**src/rtl/serial_addsub16_ctrl.sv**
```systemverilog
`default_nettype none
// ============================================================================
// Module   : serial_addsub16_ctrl
// Purpose  : 16-bit add/subtract computed serially, one 4-bit nibble per
//            clock (LSB nibble first), through a single 4-bit adder stage.
//            IDLE -> RUN (4 cycles) -> DONE (1 cycle) -> IDLE.
// Ports    : clk    - clock, rising edge
//            rst    - synchronous active-high reset
//            start  - begin an operation (sampled only in IDLE)
//            sub    - 0: A+B, 1: A-B (latched with start)
//            a, b   - 16-bit operands (latched with start)
//            busy   - high while nibbles are being computed
//            done   - one-cycle pulse, result and flags valid
//            result - 16-bit two's complement sum/difference
//            cout   - carry out of bit 15 (for sub, 1 = no borrow)
//            ovf    - signed overflow
//            zero   - result == 0
// Revision : 1.0 - initial release
// ============================================================================
module serial_addsub16_ctrl (
  input  logic        clk,
  input  logic        rst,
  input  logic        start,
  input  logic        sub,
  input  logic [15:0] a,
  input  logic [15:0] b,
  output logic        busy,
  output logic        done,
  output logic [15:0] result,
  output logic        cout,
  output logic        ovf,
  output logic        zero
);

  typedef enum logic [1:0] {
    IDLE = 2'd0,
    RUN  = 2'd1,
    DONE = 2'd2
  } state_t;

  state_t      state;
  state_t      state_next;

  logic [15:0] op_a;
  logic [15:0] op_b;
  logic        op_sub;
  logic        carry;
  logic [1:0]  idx;

  logic [3:0]  nib_a;
  logic [3:0]  nib_b;
  logic [4:0]  nib_sum;

  // Single shared 4-bit stage; subtraction is A + ~B + 1, the +1 coming
  // from the carry register preset to sub at acceptance.
  always_comb begin
    nib_a   = op_a[{idx, 2'b00} +: 4];
    nib_b   = op_b[{idx, 2'b00} +: 4] ^ {4{op_sub}};
    nib_sum = {1'b0, nib_a} + {1'b0, nib_b} + {4'b0000, carry};
  end

  always_comb begin
    state_next = state;
    busy       = 1'b0;
    done       = 1'b0;
    case (state)
      IDLE: begin
        if (start) state_next = RUN;
      end
      RUN: begin
        busy = 1'b1;
        if (idx == 2'd3) state_next = DONE;
      end
      DONE: begin
        done       = 1'b1;
        state_next = IDLE;
      end
      default: state_next = IDLE;
    endcase
  end

  always_ff @(posedge clk) begin
    if (rst) begin
      state <= IDLE;
    end else begin
      state <= state_next;
    end
  end

  always_ff @(posedge clk) begin
    if (rst) begin
      op_a   <= 16'h0000;
      op_b   <= 16'h0000;
      op_sub <= 1'b0;
      carry  <= 1'b0;
      idx    <= 2'd0;
      result <= 16'h0000;
      cout   <= 1'b0;
      ovf    <= 1'b0;
      zero   <= 1'b1;
    end else begin
      case (state)
        IDLE: begin
          if (start) begin
            op_a   <= a;
            op_b   <= b;
            op_sub <= sub;
            carry  <= sub;
            idx    <= 2'd0;
          end
        end
        RUN: begin
          result[{idx, 2'b00} +: 4] <= nib_sum[3:0];
          carry                     <= nib_sum[4];
          // 2-bit index naturally wraps 3 -> 0 as RUN is left.
          idx                       <= idx + 2'd1;
          if (idx == 2'd3) begin
            // Flags are formed from the top nibble as it is written so that
            // they become valid on the same edge as the final result bits.
            cout <= nib_sum[4];
            ovf  <= (nib_a[3] == nib_b[3]) && (nib_sum[3] != nib_a[3]);
            zero <= ({nib_sum[3:0], result[11:0]} == 16'h0000);
          end
        end
        default: begin
        end
      endcase
    end
  end

endmodule
`default_nettype wire

```
**config.mk**
```make
export PLATFORM = sky130hd
export DESIGN_NAME = serial_addsub16_ctrl
export DESIGN_NICKNAME = d
export VERILOG_FILES = /design/src/rtl/serial_addsub16_ctrl.sv
export SDC_FILE = /design/constraint.sdc
export NUM_CORES = 1
export LEC_CHECK = 0
export ABC_AREA = 1
export BUFFER_PORTS_ARGS = -buffer_cell sky130_fd_sc_hd__buf_2
export CORE_MARGIN = 2
export CORE_UTILIZATION = 49
export CTS_CLUSTER_DIAMETER = 120
export DETAILED_ROUTE_END_ITERATION = 10
export MAX_ROUTING_LAYER = met4
export PLACE_DENSITY = 0.76
export SYNTH_ARGS = -nofsm -noshare
export SYNTH_HDL_FRONTEND = slang
export SYNTH_SLANG_ARGS = --single-unit
```
**constraint.sdc**
```tcl
create_clock -name clk -period 2.3 [get_ports clk]
set_clock_uncertainty 0.05 [all_clocks]
set_input_delay 0.115 -clock clk [delete_from_list [all_inputs] [get_ports clk]]
set_output_delay 0.115 -clock clk [all_outputs]
set_load 0.02 [all_outputs]
```
Word level (Yosys, flattened, before mapping)

Cells that the tools add are included.

$mul: 0
Mux-type cells: 10
Reductions and logical operators: 8
Add/sub/neg operators: 4
$lt $le $gt $ge: 0
Shifts and indexed selects: 4
Eq/ne operators: 7
Bitwise gates (word level): 1
Div/mod/pow operators: 0

Operator list:

| kind                     | number |
|---|---|
| $shiftx A16 B5 Y4        | 2 |
| $bwmux W16               | 1 |
| $logic_not A16 Y1        | 1 |
| $shift A4 B6 Y16 const A | 1 |
| $shiftx A4 B6 Y16        | 1 |
| $pmux W2 S2              | 2 |
| $reduce_and A2 Y1        | 4 |
| $mux W2                  | 3 |
| $neg A4 Y6               | 1 |
| $add A4 B4 Y5            | 1 |
| $add A5 B1 Y5            | 1 |
| $eq A2 B2 Y1 const B     | 2 |
| $ne A2 B2 Y1 const B     | 2 |
| $xor A4 B4 Y4            | 1 |
| $mux W1                  | 3 |
| $add A2 B1 Y2 const B    | 1 |
| $eq A2 B1 Y1 const B     | 1 |
| $logic_not A2 Y1         | 1 |
| $pmux W1 S2              | 1 |
| $reduce_bool A2 Y1       | 1 |
| $eq A1 B1 Y1             | 1 |
| $logic_and A1 B1 Y1      | 1 |
| $ne A1 B1 Y1             | 1 |

RAM bits: 0
Bits in registers: 57
ROM bits: 0
Memories kept: 0
Input bits: 36
Bits in latches: 0
Output and inout port bits: 21
Logic and storage cells: 44

Logic depth before layout (Yosys ltp)

Gate-level depths: netlist of the first run.

Depth in word-level cells: 6
Gate-level depth with buffers: 14
Gate-level depth less buffers: 13

Worst setup path after synthesis of the first run

No wires, ideal clock.

Path kind: register to register
Start point: register idx[0]
End point: register result[5]
Data required time: 2.185 ns
Stages on the path, launching flop included: 12
Path buffers: 1
Setup time: 0.065 ns
Clock period less this slack: 2.434 ns
Arrival time: 2.319 ns
Setup slack: -0.134 ns
Cell sequence: dfxtp_1 -> inv_1 -> buf_2 -> o21ai_0 -> o22ai_1 -> xor2_1 -> fa_1 -> inv_1 -> fa_1 -> nor3_1 -> a22oi_1 -> nor2_1

Cells in the longest elaborated chain, start to end: 6
Elaborated cells on any way between the ends: 9
Those cells by class: 3 x add/sub; 4 x shift; 1 x mux; 1 x bitwise

RTL lines:

| element                        | RTL line | RTL |
|---|---|---|
| start: declaration             | 48       | `logic [1:0] idx;` |
| start signal: assignment       | 116      | `idx <= idx + 2'd1;` |
| $shiftx A16 B5 Y4              | 58       | `nib_b = op_b[{idx, 2'b00} +: 4] ^ {4{op_sub}};` |
| $xor A4 B4 Y4                  | 58       |  |
| $add A4 B4 Y5                  | 59       | `nib_sum = {1'b0, nib_a} + {1'b0, nib_b} + {4'b0000, carry};` |
| $add A5 B1 Y5                  | 59       |  |
| $shiftx A4 B6 Y16              | 113      | `result[{idx, 2'b00} +: 4] <= nib_sum[3:0];` |
| $bwmux W16 *                   | 113      |  |
| end signal: indexed assignment | 113      |  |
| end: declaration               | 29       | `output logic [15:0] result,` |

Mark *: on every way between the ends. The rest lies on a longest branch, timed or not.
A chain may end at the register's enable or synchronous reset.

Worst setup path after layout of the first run

Start point: register idx[0]
End point: register result[9]

Same word-level chain as after synthesis.

==> metrics.txt, run 1 <==
CP Class=flip-flop to flip-flop; ant diodes=0; Critical Path Max Stage Delay=0.59 ns; share of layout cells above drive strength 1=0.2612; Skew-Pair Late Insertion Delay=between 0.3 and 0.4 ns; PortBufs=56; Post-synth EDFFs=0; Via-to-Cell Ratio=5.082; gate count of the mapped netlist=between 300 and 400; worst path bufs/invs=2; Synth Warn #=0; worst hold path class=input port to flip-flop; max-cap viol count=0; Starting Density=0.5139; Post-route DRC=0; final worst-path cycle share=1.008; P&R area growth vs syn=40.79%; failing checks=setup timing; Top delay family on crit path=adder cells; fill count=just over 400; DP HPWL=between 4000 and 5000 µm; core footprint=about 5000 µm²; status=finished, violations left; initial antenna violation count=0; CTS tree=yes; top cells by count, synth=nor2_1 (91), dfxtp_1 (57), nand2_1 (50), o21ai_0 (42), a21oi_1 (20); via count=~2700; syn nets=roughly 400; crit path DAT=roughly 2.5 ns; row cnt=26; Crit path required time=about 2.5 ns; CP startpoint kind=flip-flop; Mapped Area=roughly 2600 µm²; area leader, netlist=dfxtp_1; Worst-path clk slew=0.07 ns; worst-margin pin slew=roughly 0.80 ns; Num CTS Buffers=9; IO Count=57; most used cell, CP=fa_2; Critical-path top delay cell=fa_2; area of the multi-input gates=between 1000 and 1500 µm²; Sequential Area=~1100 µm²; crit-path cells=o21ai_2 -> o22ai_2 -> xor2_2 -> fa_2 -> inv_2 -> fa_2 -> buf_4 -> nor2_2 -> a22oi_1 -> nor2_1; Place WS=-0.05798 ns; Die X=77.42 µm; CP max FO=5; top cells by area in the synthesized netlist=dfxtp_1 (43%), nor2_1 (13%), o21ai_0 (8.0%); router iterations before antenna repair=6; Die ar.=5994 µm²; CTS Sinks=57; GRT overflow=0; Max Root-Sink Buffers=2; DR iter-0 viols=approximately 240; final setup margin=-0.01798 ns; total routed wirelength=a little over 7000 µm; final critical-path required period=around 2.3 ns; Cell variety after synth=33; vias in the first global route=about 2500; Worst VDD drop=roughly 0.47 mV; final hold violations=0; share of the synthesized area in the top cell type=0.4320; sequential-to-total area share from yosys stat=0.4320; Final Setup Violations=1; PD cells=around 760 nW/µm²; RSZ-0062 raised after global routing=true; Slew Viols, Final=0; Seq cells post-synth=57; global-route wire length before repair=roughly 11000 µm; Achievable Freq=approximately 430 MHz; Worst slew margin=0.4639; WHS=0.05498 ns; CTS HTree Levels=3; Root Driver=clkbuf_8; Avg Inst Size Synth=just over 7 µm²; Pleak=~1.7 nW; nets=509; most frequent cell after synthesis=nor2_1; CP Capture Type=flip-flop; routed length per placed instance=13.19 µm; gr usage total=0.2410; Detail Route Antenna Nets=0; ys async rst share=0; prevailing post-synth register cell=dfxtp_1; routability cong.=between 0.8 and 0.9; Die Ht=between 70 and 80 µm; largest net degree at the start of global routing=36
[routing by layer]
layer | GRT usage | wire [µm] | vias up
met1 | 0.2913 | 3092 | 1249
met4 | 0.1107 | 189 | 0
met5 | - | 0 | -
li1 | - | - | 1380
met3 | 0.05349 | 314 | 24
met2 | 0.3852 | 3488 | 76
[path summary, 6_finish.rpt]
path | end | cells past startpoint | slack (ns) | start
worst max-delay path | result[9]$_SDFFE_PP0P_ | 10 | -0.02 | idx[0]$_SDFFE_PP0P_
worst min-delay path | op_a[11]$_SDFFE_PP0P_ | 3 | 0.05 | a[11]
worst max register to register | result[9]$_SDFFE_PP0P_ | 10 | -0.02 | idx[0]$_SDFFE_PP0P_
worst min register to register | result[12]$_SDFFE_PP0P_ | 2 | 0.41 | result[12]$_SDFFE_PP0P_
[layout by cell type, fill, tap and decap left out, drive strengths merged]
cell	n
nor2	96
xnor2	1
o22ai	5
nand3	10
inv	23
nand2	52
o21ai	47
a211oi	1
buf	73
a32oi	1
and3	1
nor3	5
fa	2
a22oi	4
or2	1
ha	9
clkbuf	14
dlygate4sd3	31
nand4	2
dfxtp	57
a31oi	2
xor2	5
a21oi	20
o22a	1
bufinv	2
o21a	1
clkinv	1
[sequential cells by signal (all words and copies together), names as in the netlist]
| signal | flops |
|---|---|
| op_b | 16 |
| state | 2 |
| zero | 1 |
| idx | 2 |
| carry | 1 |
| cout | 1 |
| ovf | 1 |
| op_sub | 1 |
| op_a | 16 |
| result | 16 |
[timing repair]
item / 4_1_cts / 5_1_grt
buffers inserted: 0 / 4
endpoints found under the hold margin: 31 / 0
gates resized for setup: 2 / 24
hold buffers: 31 / 0
setup endpoints to repair: 6 / 18
pin swaps: 2 / 9
[report_power, final]
group	total (mW)	leakage, nW	switching (mW)	internal, mW
Clock	1.06	0.111	0.393	0.671
Combinational	0.660	1.11	0.384	0.276
Sequential	1.09	0.469	0.0435	1.05
[area by class of cell]
cell class | instances | area share
Clock buffer | 14 | 0.04374
Clock inverter | 2 | 0.01615
Inverter | 24 | 0.02793
Multi-Input combinational cell | 266 | 0.3836
Sequential cell | 57 | 0.3089
Tap cell | 70 | 0.02355
Timing Repair Buffer | 104 | 0.1962
[worst reg2reg max path: cells and delay by family, from the launching register on]
kind | cells | cell delay [ns]
AO/OA/AOI/OAI | 3 | 0.47
XOR/XNOR | 1 | 0.19
adder cells (fa/ha/maj) | 2 | 0.84
buffers and inverters | 2 | 0.18
flip-flops | 1 | 0.39
AND/OR/NAND/NOR | 2 | 0.08
[cell families (layout without fill, tap and decap cells)]
| group | Yosys count | in the layout | synth area share |
|---|---|---|---|
| and+or+nand+nor | 167 | 167 | 0.2591 |
| adders and majority gates | 11 | 11 | 0.05779 |
| AOI/OAI and AO/OA | 82 | 82 | 0.1672 |
| DFF | 57 | 57 | 0.4320 |
| xor gates and xnor gates | 6 | 6 | 0.01990 |
| buffers and inverters | 41 | 144 | 0.06394 |
[per-stage QoR]
stage | power [mW] | area (µm²) | util | cells | TNS [ns]
global placement | 1.626 | 3059 | 0.5952 | 486 | -0.002715
floorplan | 1.486 | 2690 | - | 364 | -0.02292
global route | 2.936 | 3719 | 0.7235 | 537 | -0.4147
finish | 2.817 | 3719 | 0.7235 | 537 | -0.01798
detailed placement | 1.641 | 3059 | 0.5952 | 486 | -0.1370
CTS | 2.733 | 3602 | 0.7008 | 533 | -0.003864
No activity file was read; power rests on OpenSTA's default activity.
==> inputs of run 2 (changes only) <==
Settings changed: BUFFER_PORTS_ARGS -buffer_cell sky130_fd_sc_hd__buf_2 to default, CORE_UTILIZATION 49 to 55, DONT_BUFFER_PORTS from default to 1, PLACE_DENSITY 0.76 to 0.73.
==> run 2 against run 1 <==
  * The flow still finishes with violations (setup timing)
  * First-iteration DRC count is 22% lower
  * Maximum frequency is 1.9% lower
  * Worst hold slack better by 0.23 ns
  * Design area is 4.6% lower
  * Total power is 3.3% lower
  * Critical endpoint is now result[14]$_SDFFE_PP0P_
==> metrics.txt, run 2 (synthesized netlist as in run 1, its figures left out) <==
Root Driver=clkbuf_8; P&R area growth vs syn=34.30%; initial antenna violation count=0 (unchanged); CP Class=flip-flop to flip-flop; Skew-Pair Late Insertion Delay=0.35 ns (+0.02 ns); final worst-path cycle share=1.028 (+0.01986); Placed Area=2759 µm² (-9.8%); row cnt=25 (-3.8%); Pleak=1.492 nW (-11%); routed length per placed instance=15.18 µm (+15%); Post-route DRC=0 (unchanged); Crit path required time=2.53 ns (+0.06 ns); nets=463 (-9.0%); Starting Density=0.5629 (+0.04906); Die ar.=5373 µm² (-10%); Worst slew margin=0.4424 (-0.02157); Num CTS Buffers=9 (unchanged); worst hold path class=input port to flip-flop; final critical-path required period=2.364 ns (+0.04568 ns); Place WS=-0.09194 ns (-0.03396 ns); total routed wirelength=7197 µm (+1.6%); Achievable Freq=423.1 MHz (-1.9%); GRT overflow=0 (unchanged); CTS HTree Levels=3 (unchanged); Total Neg Setup Slack=-0.2037 ns (-0.1857 ns); PD cells=768.1 nW/µm² (+1.4%); R2R setup slack=-0.06 ns (-0.05 ns); FF-to-FF path depth=11 (+1); hold depth=5 (+2); CP max FO=6 (+1); final hold violations=0 (unchanged); WHS=0.2823 ns (+0.2273 ns); share of layout cells above drive strength 1=0.1714 (-0.08981); Die X=73.30 µm (-5.3%); failing checks=setup timing; most frequent cells in the layout=nor2_1 (89), dfxtp_1 (55), nand2_1 (49), dlygate4sd3_1 (40), o21ai_0 (38); max-cap viol count=0 (unchanged); status=finished, violations left; CTS Sinks=57 (unchanged); Die Ht=73.30 µm (-5.3%); CP Capture Type=flip-flop; PortBufs=0 (-100%); RSZ-0062 raised after global routing=true; DP HPWL=4428 µm (-1.9%); CTS tree=yes; final setup margin=-0.06366 ns (-0.04568 ns); most common cell after layout, fill and taps aside=nor2_1; Worst VDD drop=0.7066 mV (+49%); IO Count=57 (unchanged); Final Setup Violations=4 (+3); ant diodes=0 (unchanged); DR iter-0 viols=183 (-22%); Via-to-Cell Ratio=5.432 (+6.9%); Max Root-Sink Buffers=2 (unchanged); biggest regs=op_a x16, op_b x16, result x16; crit path DAT=2.60 ns (+0.12 ns); Worst-path clk slew=0.07 ns (about the same); router iterations before antenna repair=5 (-1); routability cong.=0.8948 (+5.7%); vias in the first global route=2391 (-3.3%); CP startpoint kind=flip-flop; Slew Viols, Final=0 (unchanged); global-route wire length before repair=10830 µm (-3.0%); fin area=3547 µm² (-4.6%); worst-margin pin slew=0.8355 ns (+0.03232 ns); via count=2575 (-5.6%); gr usage total=0.2764 (+0.03538); largest net degree at the start of global routing=36 (unchanged); core footprint=4692 µm² (-8.7%); Detail Route Antenna Nets=0 (unchanged)
-- run 2: cell count changes in the layout (fill, tap and decap cells not counted), moves of 3 or more --
cell           previous run  this run
a22oi_2                   0         3
buf_2                    56         0
clkbuf_1                  3         0
a22oi_1                   4         1
dlygate4sd3_1            31        40
-- run 2: metal layers --
| layer | up-vias | GRT usage | part of all wire |
|---|---|---|---|
| li1 | 1286 | - | - |
| met2 | 82 | 0.4434 | 0.50 |
| met5 | - | - | 0 |
| met3 | 17 | 0.05075 | 0.049 |
| met4 | 0 | 0.1212 | 0.028 |
| met1 | 1190 | 0.3408 | 0.42 |
-- run 2: final timing paths --
path / from / endpoint
max: idx[0]$_SDFFE_PP0P_ / result[14]$_SDFFE_PP0P_
min reg2reg: op_a[11]$_SDFFE_PP0P_ / op_a[11]$_SDFFE_PP0P_
min: start / op_b[5]$_SDFFE_PP0P_
max reg2reg: idx[0]$_SDFFE_PP0P_ / result[14]$_SDFFE_PP0P_
-- run 2: report_power, final --
part	internal [mW]	leakage (nW)	switching (mW)
logic	0.256	0.911	0.371
clock network	0.610	0.112	0.383
registers	1.05	0.469	0.0549
total	1.92	1.49	0.809
-- run 2: repair_timing --
action                                  4_1_cts  5_1_grt
setup buffers                                 1        4
hold endpoints to repair                     55       17
pin swaps                                     5       17
endpoints found under the setup margin        7       14
resized for setup                             6       26
hold buffers                                 38        2
-- run 2: cell type report --
type | instances | area (µm²)
clock buffer | 13 | 178.9
clock inverter | 2 | 35.03
fill | 347 | 1145
inverter | 24 | 103.9
multi-input combinational | 266 | 1470
sequential | 57 | 1149
tap | 54 | 67.56
timing repair buffer | 58 | 543.0
-- run 2: through the flow --
stage	util	instances	power (mW)
floorplan	-	364	1.486
global placement	0.5880	414	1.582
detailed placement	0.5880	414	1.593
CTS	0.7229	468	2.642
global route	0.7560	474	2.846
finish	0.7560	474	2.724
-- run 2: worst max-delay path, cell delays in order (launching register included) --
cell	delay [ns]
dfxtp_4	0.39
inv_6	0.09
nor2_4	0.04
o22ai_4	0.20
xor2_2	0.18
fa_2	0.24
inv_2	0.04
fa_2	0.40
xor2_2	0.18
nor3_2	0.23
nand2_1	0.12
a21oi_2	0.14
==> inputs of run 3 (changes only) <==
Settings changed: CTS_BUF_LIST from default to sky130_fd_sc_hd__clkbuf_8, SKIP_LAST_GASP from default to 1.
==> run 3 against run 2 <==
  * The run still ends with setup timing left
  * Worst hold slack improved by 0.0075 ns
  * Non-clock buffer count did not move
  * Critical path depth is 1 higher
  * Die area did not move
  * Flip-flop and latch count is the same
  * Total power down 0.17%
  * Sequential power barely moved
  * First-iteration DRC count fell by 0.55%
  * Critical path type unchanged
  * Critical endpoint is now zero$_SDFFE_PP1P_
==> metrics.txt, run 3 (synthesized netlist as in run 1, its figures left out) <==
status=finished, violations left; failing checks=setup timing; Post-Route Utilization=0.7539 (-0.002133); vias in the first global route=2391 (unchanged); hold_sp=start; CP Capture Type=flip-flop; Root Driver=clkbuf_8; Final Setup Violations=5 (+1); gr usage total=0.2764 (unchanged); CTS HTree Levels=3 (unchanged); R2R setup slack=-0.13 ns (-0.07 ns); share of power burned in registers=0.406 (about the same); RSZ-0062 raised after global routing=true; Worst VDD drop=0.7073 mV (+0.10%); largest net degree at the start of global routing=36 (unchanged); routed length per placed instance=15.34 µm (+1.1%); Sequential Area=1149 µm² (unchanged); Num CTS Buffers=9 (unchanged); CP max FO=6 (unchanged); FF-to-FF path depth=12 (+1); PD cells=768.9 nW/µm² (+0.12%); most frequent cells in the layout=nor2_1 (89), dfxtp_1 (55), nand2_1 (49), dlygate4sd3_1 (40), o21ai_0 (38); final hold violations=0 (unchanged); final critical-path required period=2.435 ns (+0.07131 ns); Die ar.=5373 µm² (unchanged); ant diodes=0 (unchanged); P_sw=804.2 µW (-0.56%); Post-route DRC=0 (unchanged); fill count=352 (+1.4%); hold depth=5 (unchanged); Die X=73.30 µm (unchanged); share of layout cells above drive strength 1=0.1667 (-0.004762); Comb pwr share=0.232 (+0.002); Place WS=-0.09194 ns (unchanged); Total Power=2.720 mW (-0.17%); Skew-Pair Late Insertion Delay=0.34 ns (about the same); core footprint=4692 µm² (unchanged); area of the multi-input gates=1460 µm² (-0.68%); CP Class=flip-flop to flip-flop; router iterations before antenna repair=5 (unchanged); via count=2614 (+1.5%); most common cell after layout, fill and taps aside=nor2_1; final setup margin=-0.1350 ns (-0.07131 ns); PortBufs=0 (unchanged); DR iter-0 viols=182 (-0.55%); CTS tree=yes; WHS=0.2898 ns (+0.007524 ns); Starting Density=0.5629 (unchanged); Clock power frac=0.362 (-0.002); CP startpoint kind=flip-flop; Die Ht=73.30 µm (unchanged); GRT overflow=0 (unchanged); worst-margin pin slew=0.8493 ns (+0.01373 ns); Slew Viols, Final=0 (unchanged); Achievable Freq=410.7 MHz (-2.9%); P&R area growth vs syn=33.92%; final worst-path cycle share=1.059 (+0.03101); max-cap viol count=0 (unchanged); DP HPWL=4428 µm (unchanged); Total Neg Setup Slack=-0.2807 ns (-0.07697 ns); CTS Sinks=57 (unchanged); Pint=1.916 mW (about the same); reg2reg end=zero$_SDFFE_PP1P_; Worst-path clk slew=0.07 ns (about the same); total routed wirelength=7273 µm (+1.1%); initial antenna violation count=0 (unchanged); Worst Hold End=op_b[8]$_SDFFE_PP0P_; Crit path required time=2.53 ns (about the same); Switching Fraction=0.2957 (-0.001158); Max Root-Sink Buffers=2 (unchanged); biggest regs=op_a x16, op_b x16, result x16; Detail Route Antenna Nets=0 (unchanged); routability cong.=0.8948 (unchanged); global-route wire length before repair=10830 µm (unchanged); nets=463 (unchanged); Worst R2R Start=idx[0]$_SDFFE_PP0P_; IO Count=57 (unchanged); Via-to-Cell Ratio=5.515 (+1.5%); Pleak=1.491 nW (about the same); worst hold path class=input port to flip-flop; Worst slew margin=0.4332 (-0.009163); row cnt=25 (unchanged); crit path DAT=2.67 ns (+0.07 ns)
## run 3: area by class of cell
| class | count | share of cell area |
|---|---|---|
| clock inverters | 2 | 0.009904 |
| inverters | 24 | 0.02936 |
| well taps | 54 | 0.01910 |
| clock buffers | 13 | 0.05058 |
| flip-flops and latches | 57 | 0.3247 |
| multi-input cells | 266 | 0.4128 |
| repair buffers | 58 | 0.1535 |
## run 3: critical path: stages, from the launching register on
cell	delay, ns
dfxtp_4	0.41
inv_6	0.06
o21ai_4	0.14
o22ai_4	0.10
xor2_2	0.16
fa_2	0.41
inv_2	0.07
fa_2	0.22
xor2_2	0.23
nand2_1	0.10
nor3_2	0.19
nand2_1	0.09
o21ai_1	0.13
## run 3: per-stage QoR
step | instance area (µm²) | std cells
2_1_floorplan | 2690 | 364
3_3_place_gp | 2759 | 414
3_5_place_dp | 2759 | 414
4_1_cts | 3392 | 468
6_report | 3537 | 474
5_1_grt | 3537 | 474
## run 3: timing repair
item	CTS	global route
hold buffers	38	2
buffers inserted	1	4
pin swaps	5	17
setup endpoints to repair	7	14
resized for setup	6	24
endpoints found under the hold margin	55	17
## run 3: power by group through the flow
stage               Combinational (mW)  Clock (mW)  Sequential, mW
global route                     0.693        1.04            1.11
finish                           0.631       0.985            1.10
detailed placement               0.475           0            1.12
CTS                              0.543        1.00            1.10
global placement                 0.465           0            1.12
floorplan                        0.382           0            1.10
## run 3: how the worst max path moves through the flow
| stage | from | end | cells after the start |
|---|---|---|---|
| finish | idx[0]$_SDFFE_PP0P_ | zero$_SDFFE_PP1P_ | 12 |
| global route | idx[0]$_SDFFE_PP0P_ | result[14]$_SDFFE_PP0P_ | 11 |
| CTS | idx[0]$_SDFFE_PP0P_ | result[13]$_SDFFE_PP0P_ | 10 |
| detailed placement | idx[1]$_SDFFE_PP0P_ | zero$_SDFFE_PP1P_ | 11 |
| global placement | idx[1]$_SDFFE_PP0P_ | zero$_SDFFE_PP1P_ | 11 |
| floorplan | idx[0]$_SDFFE_PP0P_ | zero$_SDFFE_PP1P_ | 13 |
## run 3: routing by layer
layer | track usage | routed length [µm] | up-vias
li1 | - | - | 1287
met3 | 0.05075 | 374 | 24
met5 | - | 0 | -
met2 | 0.4434 | 3593 | 101
met1 | 0.3408 | 3097 | 1202
met4 | 0.1212 | 207 | 0
